**config.mk**
```make
export PLATFORM = sky130hd
export DESIGN_NAME = bcd_serial_adder_ctrl
export DESIGN_NICKNAME = d
export VERILOG_FILES = /design/src/rtl/bcd_pkg.sv /design/src/rtl/bcd_digit_add.sv /design/src/rtl/bcd_serial_adder_ctrl.sv
export SDC_FILE = /design/constraint.sdc
export NUM_CORES = 1
export LEC_CHECK = 0
export CORE_MARGIN = 2
export CORE_UTILIZATION = 46
export CTS_BUF_LIST = sky130_fd_sc_hd__clkbuf_8
export DETAILED_ROUTE_END_ITERATION = 10
export GPL_ROUTABILITY_DRIVEN = 0
export MAX_ROUTING_LAYER = met4
export PLACE_DENSITY = 0.73
export SYNTH_ARGS = -nofsm -noshare
export SYNTH_HDL_FRONTEND = slang
export SYNTH_SLANG_ARGS = --single-unit
export TNS_END_PERCENT = 10
```
**constraint.sdc**
```tcl
create_clock -name clk -period 11.5 [get_ports clk]
set_clock_uncertainty 0.15 [all_clocks]
set_input_delay 2.875 -clock clk [delete_from_list [all_inputs] [get_ports clk]]
set_output_delay 2.875 -clock clk [all_outputs]
set_load 0.05 [all_outputs]
```
**src/rtl/bcd_pkg.sv**
```systemverilog
// Shared types and constants for the serial packed-BCD adder.
// Optional feature macro used by this slice: BCD_DIGIT_CHECK_EN.
package bcd_pkg;

  localparam int BCD_DIGIT_W    = 4;
  localparam int BCD_MAX_DIGIT  = 9;
  localparam int BCD_CORRECTION = 6;

  typedef logic [BCD_DIGIT_W-1:0] bcd_digit_t;

  typedef enum logic [1:0] {
    IDLE = 2'd0,
    ADD  = 2'd1,
    DONE = 2'd2
  } state_t;

endpackage

```
**src/rtl/bcd_digit_add.sv**
```systemverilog
// Single-digit BCD adder with decimal correction (combinational).
// With BCD_DIGIT_CHECK_EN defined, also flags an operand digit above 9.
module bcd_digit_add
  import bcd_pkg::*;
(
  input  bcd_digit_t a_d,
  input  bcd_digit_t b_d,
  input  logic       c,
  output bcd_digit_t s_d,
  output logic       c_out
`ifdef BCD_DIGIT_CHECK_EN
  ,
  output logic       invalid
`endif
);

  logic [4:0] t;

  // Binary digit sum, then +6 correction when it exceeds 9. Non-BCD inputs
  // go through the same rule unchanged; the 5-bit sum cannot overflow.
  always_comb begin
    t = {1'b0, a_d} + {1'b0, b_d} + {4'b0, c};
    if (t > 5'(BCD_MAX_DIGIT)) begin
      s_d   = t[3:0] + 4'(BCD_CORRECTION);
      c_out = 1'b1;
    end else begin
      s_d   = t[3:0];
      c_out = 1'b0;
    end
  end

`ifdef BCD_DIGIT_CHECK_EN
  // Either operand digit outside 0..9.
  always_comb begin
    invalid = (a_d > 4'(BCD_MAX_DIGIT)) || (b_d > 4'(BCD_MAX_DIGIT));
  end
`endif

endmodule

```
**src/rtl/bcd_serial_adder_ctrl.sv**
```systemverilog
// Digit-serial packed-BCD adder sequencer: one digit per clock, LSD first.
// Optional feature macro: BCD_DIGIT_CHECK_EN (adds the err output).
//
//   state | meaning
//   IDLE  | waiting for start
//   ADD   | processing digit[idx], carry held in register
//   DONE  | one-cycle result-valid cycle; start here chains a new op
module bcd_serial_adder_ctrl
  import bcd_pkg::*;
#(
  parameter int DIGITS = 4
) (
  input  logic                clk,
  input  logic                rst_n,
  input  logic                start,
  input  logic [4*DIGITS-1:0] a,
  input  logic [4*DIGITS-1:0] b,
  input  logic                cin,
  output logic                busy,
  output logic                done,
  output logic [4*DIGITS-1:0] sum,
  output logic                cout
`ifdef BCD_DIGIT_CHECK_EN
  ,
  output logic                err
`endif
);

  localparam int IW = (DIGITS > 1) ? $clog2(DIGITS) : 1;
  localparam logic [IW-1:0] LAST = IW'(DIGITS - 1);

  state_t                          state;
  logic [DIGITS-1:0][BCD_DIGIT_W-1:0] a_w, b_w, res_w, res_next;
  logic                            carry;
  logic [IW-1:0]                   idx;
  bcd_digit_t                      s_d;
  logic                            c_out;
`ifdef BCD_DIGIT_CHECK_EN
  logic                            invalid;
  logic                            err_flag;
`endif

  bcd_digit_add u_digit (
    .a_d     (a_w[idx]),
    .b_d     (b_w[idx]),
    .c       (carry),
    .s_d     (s_d),
    .c_out   (c_out)
`ifdef BCD_DIGIT_CHECK_EN
    ,
    .invalid (invalid)
`endif
  );

  // Working result with the current digit merged in, so the final digit can
  // be loaded into sum on the same edge that completes it.
  always_comb begin
    res_next      = res_w;
    res_next[idx] = s_d;
  end

  // Control FSM with registered outputs and working registers.
  always_ff @(posedge clk) begin
    if (!rst_n) begin
      state    <= IDLE;
      busy     <= 1'b0;
      done     <= 1'b0;
      sum      <= '0;
      cout     <= 1'b0;
      a_w      <= '0;
      b_w      <= '0;
      res_w    <= '0;
      carry    <= 1'b0;
      idx      <= '0;
`ifdef BCD_DIGIT_CHECK_EN
      err      <= 1'b0;
      err_flag <= 1'b0;
`endif
    end else begin
      done <= 1'b0;
      case (state)
        IDLE, DONE: begin
          if (start) begin
            a_w      <= a;
            b_w      <= b;
            carry    <= cin;
            res_w    <= '0;
            idx      <= '0;
            busy     <= 1'b1;
            state    <= ADD;
`ifdef BCD_DIGIT_CHECK_EN
            err      <= 1'b0;
            err_flag <= 1'b0;
`endif
          end else begin
            state <= IDLE;
          end
        end
        ADD: begin
          res_w <= res_next;
          carry <= c_out;
          idx   <= idx + 1'b1;
`ifdef BCD_DIGIT_CHECK_EN
          if (invalid) err_flag <= 1'b1;
`endif
          if (idx == LAST) begin
            sum   <= res_next;
            cout  <= c_out;
            done  <= 1'b1;
            busy  <= 1'b0;
            idx   <= '0;
            state <= DONE;
`ifdef BCD_DIGIT_CHECK_EN
            err   <= err_flag | invalid;
`endif
          end
        end
        default: begin
          busy  <= 1'b0;
          state <= IDLE;
        end
      endcase
    end
  end

endmodule

```
# ---- Yosys cells after proc, flatten, opt, wreduce, memory -nomap -nowiden
# Index checks and enable logic that the tools add are counted.
dict set report word_totals {
  ff_bits 72
  out_inout_bits 19
  word_cells 63
}
dict set report classes {
  n_eq_ne 5
  n_lt_le_gt_ge 3
  n_mux 23
  addsub 4
  n_reduce_logical 9
}
# operator n
set ops {}
lappend ops {{$pmux 16 s2} 1}
lappend ops {{$bmux 4 s2} 2}
lappend ops {{$bwmux 16} 1}
lappend ops {{$mux 16} 1}
lappend ops {{$mux 4} 4}
lappend ops {{$reduce_and 2->1} 5}
lappend ops {{$demux 4 s2} 1}
lappend ops {{$pmux 2 s2} 2}
lappend ops {{$mux 1} 6}
lappend ops {{$mux 2} 3}
lappend ops {{$add 4x4->5} 1}
lappend ops {{$add 5x1->5} 1}
lappend ops {{$gt 5x4->1 const B} 1}
lappend ops {{$add 4x3->4 const B} 1}
lappend ops {{$eq 2x2->1 const B} 2}
lappend ops {{$ne 2x2->1 const B} 2}
lappend ops {{$pmux 1 s2} 2}
lappend ops {{$lt 2x3->1 const B} 1}
lappend ops {{$add 2x1->2 const B} 1}
lappend ops {{$eq 2x1->1 const B} 1}
lappend ops {{$ge 2x1->1 const B} 1}
lappend ops {{$logic_not 2->1} 1}
lappend ops {{$reduce_bool 2->1} 1}
lappend ops {{$reduce_or 2->1} 1}
lappend ops {{$logic_and 1x1->1} 1}

# ---- Depth between registers and ports, before layout
# Gate-level depths: netlist of the first run.
dict set report depth {
  word_depth 8
  mapped_depth 10
  ltp_nobuf 9
}

# ---- By module
# A second synthesis of the first run with hierarchy kept.
dict set report unflattened {
  hier_cells 350
  area_unflattened_um2 3256.9
}
# module n_inst area_per_inst_um2 cells_each
set by_module_without_submodules {}
lappend by_module_without_submodules {bcd_serial_adder_ctrl 1 3045.4 328}
lappend by_module_without_submodules {bcd_digit_add 1 211.5 22}

# ---- Worst setup path after synthesis of the first run
# Ideal clock, no wire load.
dict set report synth_timing {
  kind {reg2reg}
  startpoint {register idx[0]}
  endpoint {register sum[14]}
  t_arrival_ns 4.182
  required_time_ns 11.291
  path_stages_with_launch 11
  setup_slack_ns 7.109
  period_less_slack_ns 4.391
  setup_time_ns 0.059
  path_cell_list {dfxtp_1 -> buf_1 -> mux4_2 -> fa_1 -> fa_1 -> inv_1 -> ha_1 -> a21boi_0 -> o41ai_4 -> mux2i_1 -> a22o_2}
}
dict set report synth_via {
  elab_chain_len 7
}
# element line
set synth_rtl {}
lappend synth_rtl {{start: declaration} bcd_serial_adder_ctrl.sv:35} ;# logic [IW-1:0] idx;
lappend synth_rtl {{start signal: assignment} bcd_serial_adder_ctrl.sv:102} ;# idx <= idx + 1'b1;
lappend synth_rtl {{$bmux 4 s2, on equally long branches} {bcd_serial_adder_ctrl.sv:44, bcd_serial_adder_ctrl.sv:45}}
lappend synth_rtl {{$mux 4, on equally long branches} {bcd_serial_adder_ctrl.sv:44, bcd_serial_adder_ctrl.sv:45}}
lappend synth_rtl {{$add 4x4->5} bcd_digit_add.sv:22} ;# t = {1'b0, a_d} + {1'b0, b_d} + {4'b0, c};
lappend synth_rtl {{$add 5x1->5} bcd_digit_add.sv:22}
lappend synth_rtl {{$add 4x3->4 / $gt 5x4->1 (equally long branches)} {bcd_digit_add.sv:24, bcd_digit_add.sv:23}}
lappend synth_rtl {{$mux 4} bcd_digit_add.sv:23} ;# if (t > 5'(BCD_MAX_DIGIT)) begin
lappend synth_rtl {{$bwmux 16} bcd_serial_adder_ctrl.sv:59} ;# res_next[idx] = s_d;
lappend synth_rtl {{end signal: assignment} bcd_serial_adder_ctrl.sv:107} ;# sum <= res_next;
lappend synth_rtl {{end: declaration} bcd_serial_adder_ctrl.sv:21} ;# output logic [4*DIGITS-1:0] sum,
# Parallel ways exist; a longest one is shown, timed or not. The select of a mux whose other input is x is not followed.
# A chain may end at the register's enable or synchronous reset.

==> impl_metrics.toml, run 1 <==
[pwr]
p_per_area_nw_per_um2 = 134
p_int_w = 0.000369
p_sw_w = 0.000142
max-vdd-ir-drop_mv = 0.0785
power_switching_share = 0.278
finalPower_w = 0.000511
p_seq_frac = 0.492
comb_power_share = 0.167
leakage_nw = 1.47
clockPowerShare = 0.341

[synthesis]
synth_nets = 374
synth_common_cells = "nand2_1 (78), dfxtp_1 (68), a21boi_0 (34)"
async_flop_share = 0
synth_area_leaders = "dfxtp_1 (44%), nand2_1 (9.5%), a21boi_0 (8.3%)"
synth_top_area_cell = "dfxtp_1"
yosys_warnings = 0
synth_edf_count = 0
synth_cell_types = 36
ys_seq_area_frac = 0.443
ys_ff_latch = 68
ys.flop_type = "dfxtp_1"
yosysMostFrequentCell = "nand2_1"
syn_inst = 327
netlist_area_um2 = 3070
synth.top_cell.area_share = 0.443
avgSynthCellArea_um2 = 9.39

[place]
dp_hpwl_um = 4450
io_buffers = 54
dpl.cell_count = 435
dpl_worst_slack_ns = 6.18

[clock_network]
numCtsBuffers = 9
cts.sinks = 68
clk_pin_slew_ns = 0.07
clockBufferDepth = 2
cts_tree = "yes"
cts_root_buf = "clkbuf_8"
cts-htree-levels = 3
post-cts-setup-buffers = 0
cts_resized = 0
clkLatencyLatePin_ns = 0.35
hold_buffers = 0

[drt]
drt-met1-wl_um = 3000
post_drt_via_cell_ratio = 5.40
drt_iter0_drc = 134
wl_met2_um = 3110
wl_met3_um = 219
routedWlPerCell_um = 14.3
wirelength_um = 6460
ant_nets = 0
vias = 2432
drc = 0
routed.top_layer = "met4"
dr.pass1.iters = 4

[timing]
drv_slew = 0
grt_setup_unrepaired = "no"
setup_ws_ns = 6.53
worst_pin_slew_ns = 1.27
hold_viol = 0
slew_headroom = 0.147
setup_tns_ns = 0
holdWs_ns = 0.307
setup_viol = 0
fmax_ghz = 0.201
period_needed_ns = 4.97
fin_crit_sh = 0.433

[floorplan]
chipHeight_um = 85.7
io_pins = 55
initial_utilization = 0.481
coreArea_um2 = 6390
rows = 29
die_w_um = 85.7
die_area_um2 = 7350

[global_route]
overflow = 0
grt_pass1_vias = 2387
antenna_found_initial = 0
grtUsageTotal = 0.193
grt_max_degree = 58
grt_first_pass_wirelength_um = 11000

[final_layout]
layout-drive-gt1-share = 0.0858
nets = 416
diodes = 0
area_growth_pct = 23.7
final_cells = 450

[worst_hold_path]
hold_class = "reg -> reg"

[critical_path]
critPathBufInv = 3
crit_chain = "clkdlybuf4s50_1 > buf_4 > nand3_1 > inv_1 > nand3_1 > mux2i_1 > a211o_1"
endpoint_kind = "flip-flop"
max_stage_delay_ns = 0.53
worstPathRequired_ns = 11.65
cp-start-kind = "primary input"
cp_top_family = "buffers and inverters"
crit_arrival_ns = 5.12
worstSetupPathType = "in -> reg"
cp_max_fo = 57
cpMostUsedCell = "nand3_1"
crit_slowest_cell = "inv_1"

[flow_run]
cap_viol_max_count = 0

[status]
status = "finished clean"
-- routing by layer --
layer,GRT usage,vias to the layer above
met5,-,-
met4,0.0736,0
met3,0.0433,12
met2,0.316,51
met1,0.232,1135
li1,-,1234
-- power groups by stage --
stage | clock [W] | combinational, W | sequential, W
2_1_floorplan | 0 | 0.0000581 | 0.000255
3_3_place_gp | 0 | 0.0000837 | 0.000257
3_5_place_dp | 0 | 0.0000855 | 0.000257
4_1_cts | 0.000175 | 0.0000855 | 0.000252
5_1_grt | 0.000186 | 0.0000941 | 0.000253
6_report | 0.000174 | 0.0000854 | 0.000252
-- tightest hold or removal path: cells and delay by family (launching register included) --
| family | cells | cell delay [ns] |
|---|---|---|
| DFF | 1 | 0.33 |
| AOI/OAI and AO/OA | 1 | 0.06 |
| and+or+nand+nor | 1 | 0.04 |
-- final timing paths --
| kind | start | endpoint | slack, ns | cells past startpoint |
|---|---|---|---|---|
| max | rst_n | sum[5]$_SDFFE_PN0P_ | 6.53 | 7 |
| min | sum[7]$_SDFFE_PN0P_ | sum[7]$_SDFFE_PN0P_ | 0.31 | 2 |
| max reg2reg | idx[0]$_SDFFE_PN0P_ | sum[14]$_SDFFE_PN0P_ | 6.58 | 9 |
| min reg2reg | sum[7]$_SDFFE_PN0P_ | sum[7]$_SDFFE_PN0P_ | 0.31 | 2 |
-- cell type report --
cell class	count	area (µm²)
fill	565	2580
multi-input combinational	228	1600
sequential	68	1360
timing repair buffer	56	556
clock buffer	11	151
tap	77	96.3
inverter	6	22.5
clock inverter	4	17.5
-- cells in the final DEF, fill, tap and decap left out, types with 2 or more instances in the layout --
master and n:
o21ai_0 14, ha_1 9, a32oi_1 3, nor2b_1 10
nor3b_1 3, nand2_1 78, a22o_2 2, clkbuf_8 11
a211o_1 3, nand3_1 8, nand2b_1 2, a21boi_0 34
clkinv_2 2, inv_1 8, a31o_2 3, a21oi_1 5
a22o_1 3, and2_1 2, a32o_1 6, clkdlybuf4s50_1 54
a41o_1 3, fa_1 2, and3_1 7, xnor2_1 2
mux4_2 8, a22oi_1 2, buf_4 2, dfxtp_1 68
a31oi_1 3, mux2i_1 7
-- registers in the layout, summed over array words and instances (netlist names) --
signal  count
b_w        16
carry       1
res_w      12
busy        1
cout        1
idx         2
state       2
a_w        16
done        1
sum        16
-- metrics by stage --
stage | util | instance area [µm²]
2_1_floorplan | - | 3070
3_3_place_gp | 0.569 | 3630
3_5_place_dp | 0.569 | 3630
4_1_cts | 0.595 | 3800
5_1_grt | 0.595 | 3800
6_report | 0.595 | 3800
-- cell families after synthesis --
group	after synthesis	synth area share
muxes	15	0.0815
AOI/OAI and AO/OA	86	0.215
and+or+nand+nor	114	0.167
xor gates and xnor gates	2	0.00570
DFF	68	0.443
buffers and inverters	31	0.0379
adders and majority gates	11	0.0497
(Power assumes the default switching activity.)
==> inputs of run 2 (changes only) <==
clock period = 5 ns   (was 11.5 ns; I/O delays follow)
==> impl_metrics.toml, run 2 (same netlist as run 1, synthesis figures left out) <==
[pwr]
power_switching_share = 0.271
p_seq_frac = 0.504
p_int_w = 0.000835
p_sw_w = 0.000311
max-vdd-ir-drop_mv = 0.163
p_per_area_nw_per_um2 = 301
comb_power_share = 0.172
leakage_nw = 1.47
clockPowerShare = 0.324

[critical_path]
max_stage_delay_ns = 0.66
crit_arrival_ns = 4.59
crit_chain = "mux4_2 > fa_1 > fa_1 > inv_1 > ha_1 > a21boi_0 > o41ai_4 > mux2i_1 > a22o_2"
endpoint_kind = "flip-flop"
crit-reg2reg-launch = "idx[0]$_SDFFE_PN0P_"
ff2ff_setup_slack_ns = 0.55
crit_slowest_cell = "o41ai_4"
cp-start-kind = "flip-flop"
worstSetupPathType = "reg -> reg"
critPathBufInv = 1
worstPathRequired_ns = 5.14
r2r_cells = 9
cpMostUsedCell = "fa_1"
r2r_end = "sum[14]$_SDFFE_PN0P_"
cp_top_family = "adder cells"
cp_max_fo = 7

[timing]
hold_viol = 0
grt_setup_unrepaired = "no"
setup_tns_ns = 0
period_needed_ns = 4.45
drv_slew = 0
fin_crit_sh = 0.891
setup_viol = 0
fmax_ghz = 0.225
worst_pin_slew_ns = 0.997
slew_headroom = 0.334

[place]
io_buffers = 54
dp_hpwl_um = 4610
placedInstanceArea_um2 = 3650

[global_route]
grtUsageMet2 = 0.337
grtUsageTotal = 0.200
grt_max_degree = 57
met3_usage = 0.0597
met1_usage = 0.219
grt_pass1_vias = 2501
antenna_found_initial = 0
grt.busiest_layer = "met2"
grt_first_pass_wirelength_um = 11200
overflow = 0

[flow_run]
cap_viol_max_count = 0

[clock_network]
post-cts-setup-buffers = 0
hold_buffers = 0
cts_resized = 0
clockBufferDepth = 2
cts-htree-levels = 3
clkLatencyLatePin_ns = 0.34
clk_pin_slew_ns = 0.07
numCtsBuffers = 9
cts_root_buf = "clkbuf_8"
cts_tree = "yes"
cts.sinks = 68

[final_layout]
nets = 419
diodes = 0
layout_common_cells = "nand2_1 (78), dfxtp_1 (68), clkdlybuf4s50_1 (54), a21boi_0 (34), o21ai_0 (14)"
final_util = 0.597
layout-drive-gt1-share = 0.0933
reg_top3 = "a_w (16), b_w (16), sum (16)"
fin_area_um2 = 3810
layout_commonest_cell = "nand2_1"
area_growth_pct = 24.1

[drt]
drc = 0
post_drt_via_cell_ratio = 5.42
routedWlPerCell_um = 14.4
vias = 2452
wirelength_um = 6520
ant_nets = 0
drt_iter0_drc = 116
dr.pass1.iters = 4

[floorplan]
chipHeight_um = 85.7
die_area_um2 = 7350
io_pins = 55
initial_utilization = 0.481
die_w_um = 85.7
coreArea_um2 = 6390
rows = 29

[worst_hold_path]
whs_path_depth = 2
min_to = "sum[4]$_SDFFE_PN0P_"
hold_class = "reg -> reg"
hp-start = "sum[4]$_SDFFE_PN0P_"

[status]
status = "finished clean"
run 2: area by class of cell:
cell class | instances | area [µm²]
Sequential cell | 68 | 1360
Timing Repair Buffer | 59 | 578
Clock buffer | 10 | 138
Fill cell | 602 | 2570
Tap cell | 77 | 96.3
Inverter | 6 | 22.5
Multi-Input combinational cell | 228 | 1600
Clock inverter | 4 | 18.8
run 2: metrics by stage:
stage               hold WS [ns]  worst slack, ns  instances  total power, W
CTS                        0.313            0.540        452         0.00116
floorplan                  0.290            0.609        327        0.000720
global route               0.327            0.340        452         0.00121
global placement           0.285            0.653        438        0.000783
detailed placement         0.296            0.571        438        0.000788
finish                     0.309            0.546        452         0.00115
run 2: how the worst max path moves through the flow:
stage	startpoint	endpoint	cells after the start
global route	idx[0]$_SDFFE_PN0P_	sum[14]$_SDFFE_PN0P_	9
CTS	idx[0]$_SDFFE_PN0P_	sum[14]$_SDFFE_PN0P_	9
detailed placement	idx[0]$_SDFFE_PN0P_	sum[14]$_SDFFE_PN0P_	9
floorplan	idx[0]$_SDFFE_PN0P_	sum[14]$_SDFFE_PN0P_	10
global placement	idx[0]$_SDFFE_PN0P_	sum[14]$_SDFFE_PN0P_	9
finish	idx[0]$_SDFFE_PN0P_	sum[14]$_SDFFE_PN0P_	9
run 2: worst reg2reg max path, cell delays in order, from the launching register on:
cell      delay, ns
dfxtp_1        0.56
mux4_2         0.58
fa_1           0.46
fa_1           0.61
inv_1          0.14
ha_1           0.25
a21boi_0       0.16
o41ai_4        0.66
mux2i_1        0.59
a22o_2         0.25
run 2: per-layer routing:
metal	part of all wire	routed length [µm]
met5	0	0
met4	0.016	107
met3	0.040	261
met2	0.50	3290
met1	0.44	2860
run 2: power groups by stage:
stage	logic [W]	clock network [W]	registers, W
2_1_floorplan	0.000134	0	0.000586
3_3_place_gp	0.000193	0	0.000589
3_5_place_dp	0.000198	0	0.000590
4_1_cts	0.000198	0.000385	0.000578
5_1_grt	0.000217	0.000407	0.000581
6_report	0.000197	0.000371	0.000578
==> inputs of run 3 (changes only) <==
CORE_UTILIZATION = 54   (was 46)
PLACE_DENSITY = 0.84   (was 0.73)
==> impl_metrics.toml, run 3 (same netlist as run 1, synthesis figures left out) <==
[status]
status = "finished clean"

[clock_network]
cts-htree-levels = 3
numCtsBuffers = 9
clk_pin_slew_ns = 0.08
cts.sinks = 68
post-cts-setup-buffers = 0
clkLatencyLatePin_ns = 0.36
cts_resized = 0
hold_buffers = 0
cts_tree = "yes"
clockBufferDepth = 2
cts_root_buf = "clkbuf_8"

[global_route]
antenna_found_initial = 0
grt_pass1_vias = 2282
overflow = 0
grt_first_pass_wirelength_um = 10600
grtUsageTotal = 0.223
grt_max_degree = 57

[drt]
drt_iter0_drc = 217
wirelength_um = 6430
dr.pass1.iters = 4
drc = 0
post_drt_via_cell_ratio = 5.56
routedWlPerCell_um = 14.3
vias = 2504
ant_nets = 0

[place]
placedInstanceArea_um2 = 3660
dpl.cell_count = 434
dp_hpwl_um = 4370
io_buffers = 54

[final_layout]
nets = 420
reg_top3 = "a_w (16), b_w (16), sum (16)"
area_growth_pct = 24.8
layout-drive-gt1-share = 0.101
diodes = 0
layout_commonest_cell = "nand2_1"
fin_area_um2 = 3830
layout_common_cells = "nand2_1 (78), dfxtp_1 (68), clkdlybuf4s50_1 (54), a21boi_0 (34), o21ai_0 (14)"
final_cells = 450
nFillCells = 434

[timing]
slew_headroom = 0.305
grt_setup_unrepaired = "no"
period_needed_ns = 4.50
setup_tns_ns = 0
hold_viol = 0
setup_viol = 0
drv_slew = 0
worst_pin_slew_ns = 1.04
fmax_ghz = 0.222
fin_crit_sh = 0.899

[pwr]
finalPower_w = 0.00118
leakage_nw = 1.48
p_per_area_nw_per_um2 = 309
max-vdd-ir-drop_mv = 0.198

[floorplan]
die_area_um2 = 6310
chipHeight_um = 79.4
initial_utilization = 0.558
coreArea_um2 = 5510
io_pins = 55
die_w_um = 79.4
rows = 27

[critical_path]
ff2ff_setup_slack_ns = 0.50
worstPathRequired_ns = 5.15
endpoint_kind = "flip-flop"
cp-start-kind = "flip-flop"
worstSetupPathType = "reg -> reg"
cp_max_fo = 7
crit_arrival_ns = 4.65

[flow_run]
cap_viol_max_count = 0

[worst_hold_path]
hold_class = "reg -> reg"
## run 3: critical path: stages, from the launching register on
cell and delay (ns):
dfxtp_1 0.57, mux4_2 0.57, fa_1 0.46, fa_1 0.61, inv_1 0.15, ha_1 0.25
a21boi_0 0.16, o41ai_4 0.66, mux2i_1 0.61, a22o_2 0.25
## run 3: through the flow
step | utilization | setup slack (ns) | hold WS, ns
finish | 0.696 | 0.505 | 0.303
global route | 0.696 | 0.276 | 0.328
CTS | 0.696 | 0.501 | 0.308
detailed placement | 0.664 | 0.511 | 0.292
global placement | 0.664 | 0.648 | 0.284
floorplan | - | 0.609 | 0.290
## run 3: layout make-up
type                    instances  area [µm²]  share of cell area
repair buffers                 60         586               0.153
well taps                      72        90.1              0.0235
clock inverters                 6        41.3              0.0108
flip-flops and latches         68        1360               0.355
clock buffers                  10         138              0.0359
multi-input cells             228        1600               0.416
inverters                       6        22.5             0.00587
## run 3: worst paths after layout
| path | startpoint | to | cells after the start |
|---|---|---|---|
| max | idx[0]$_SDFFE_PN0P_ | sum[14]$_SDFFE_PN0P_ | 9 |
| min | sum[7]$_SDFFE_PN0P_ | sum[7]$_SDFFE_PN0P_ | 2 |
| max reg2reg | idx[0]$_SDFFE_PN0P_ | sum[14]$_SDFFE_PN0P_ | 9 |
| min reg2reg | sum[7]$_SDFFE_PN0P_ | sum[7]$_SDFFE_PN0P_ | 2 |
## run 3: where the power goes
group	switching (W)	leakage, nW	total (W)	internal (W)
Clock	0.000216	0.0897	0.000408	0.000192
Sequential	0.0000129	0.554	0.000576	0.000563
Combinational	0.000112	0.837	0.000201	0.0000893
Total	0.000340	1.48	0.00118	0.000845
## run 3: routing by layer
metal / global-route usage / vias to the layer above / share of wire
li1: - / 1244 / -
met1: 0.270 / 1186 / 0.44
met2: 0.355 / 60 / 0.50
met3: 0.0464 / 14 / 0.044
met4: 0.110 / 0 / 0.022
met5: - / - / 0
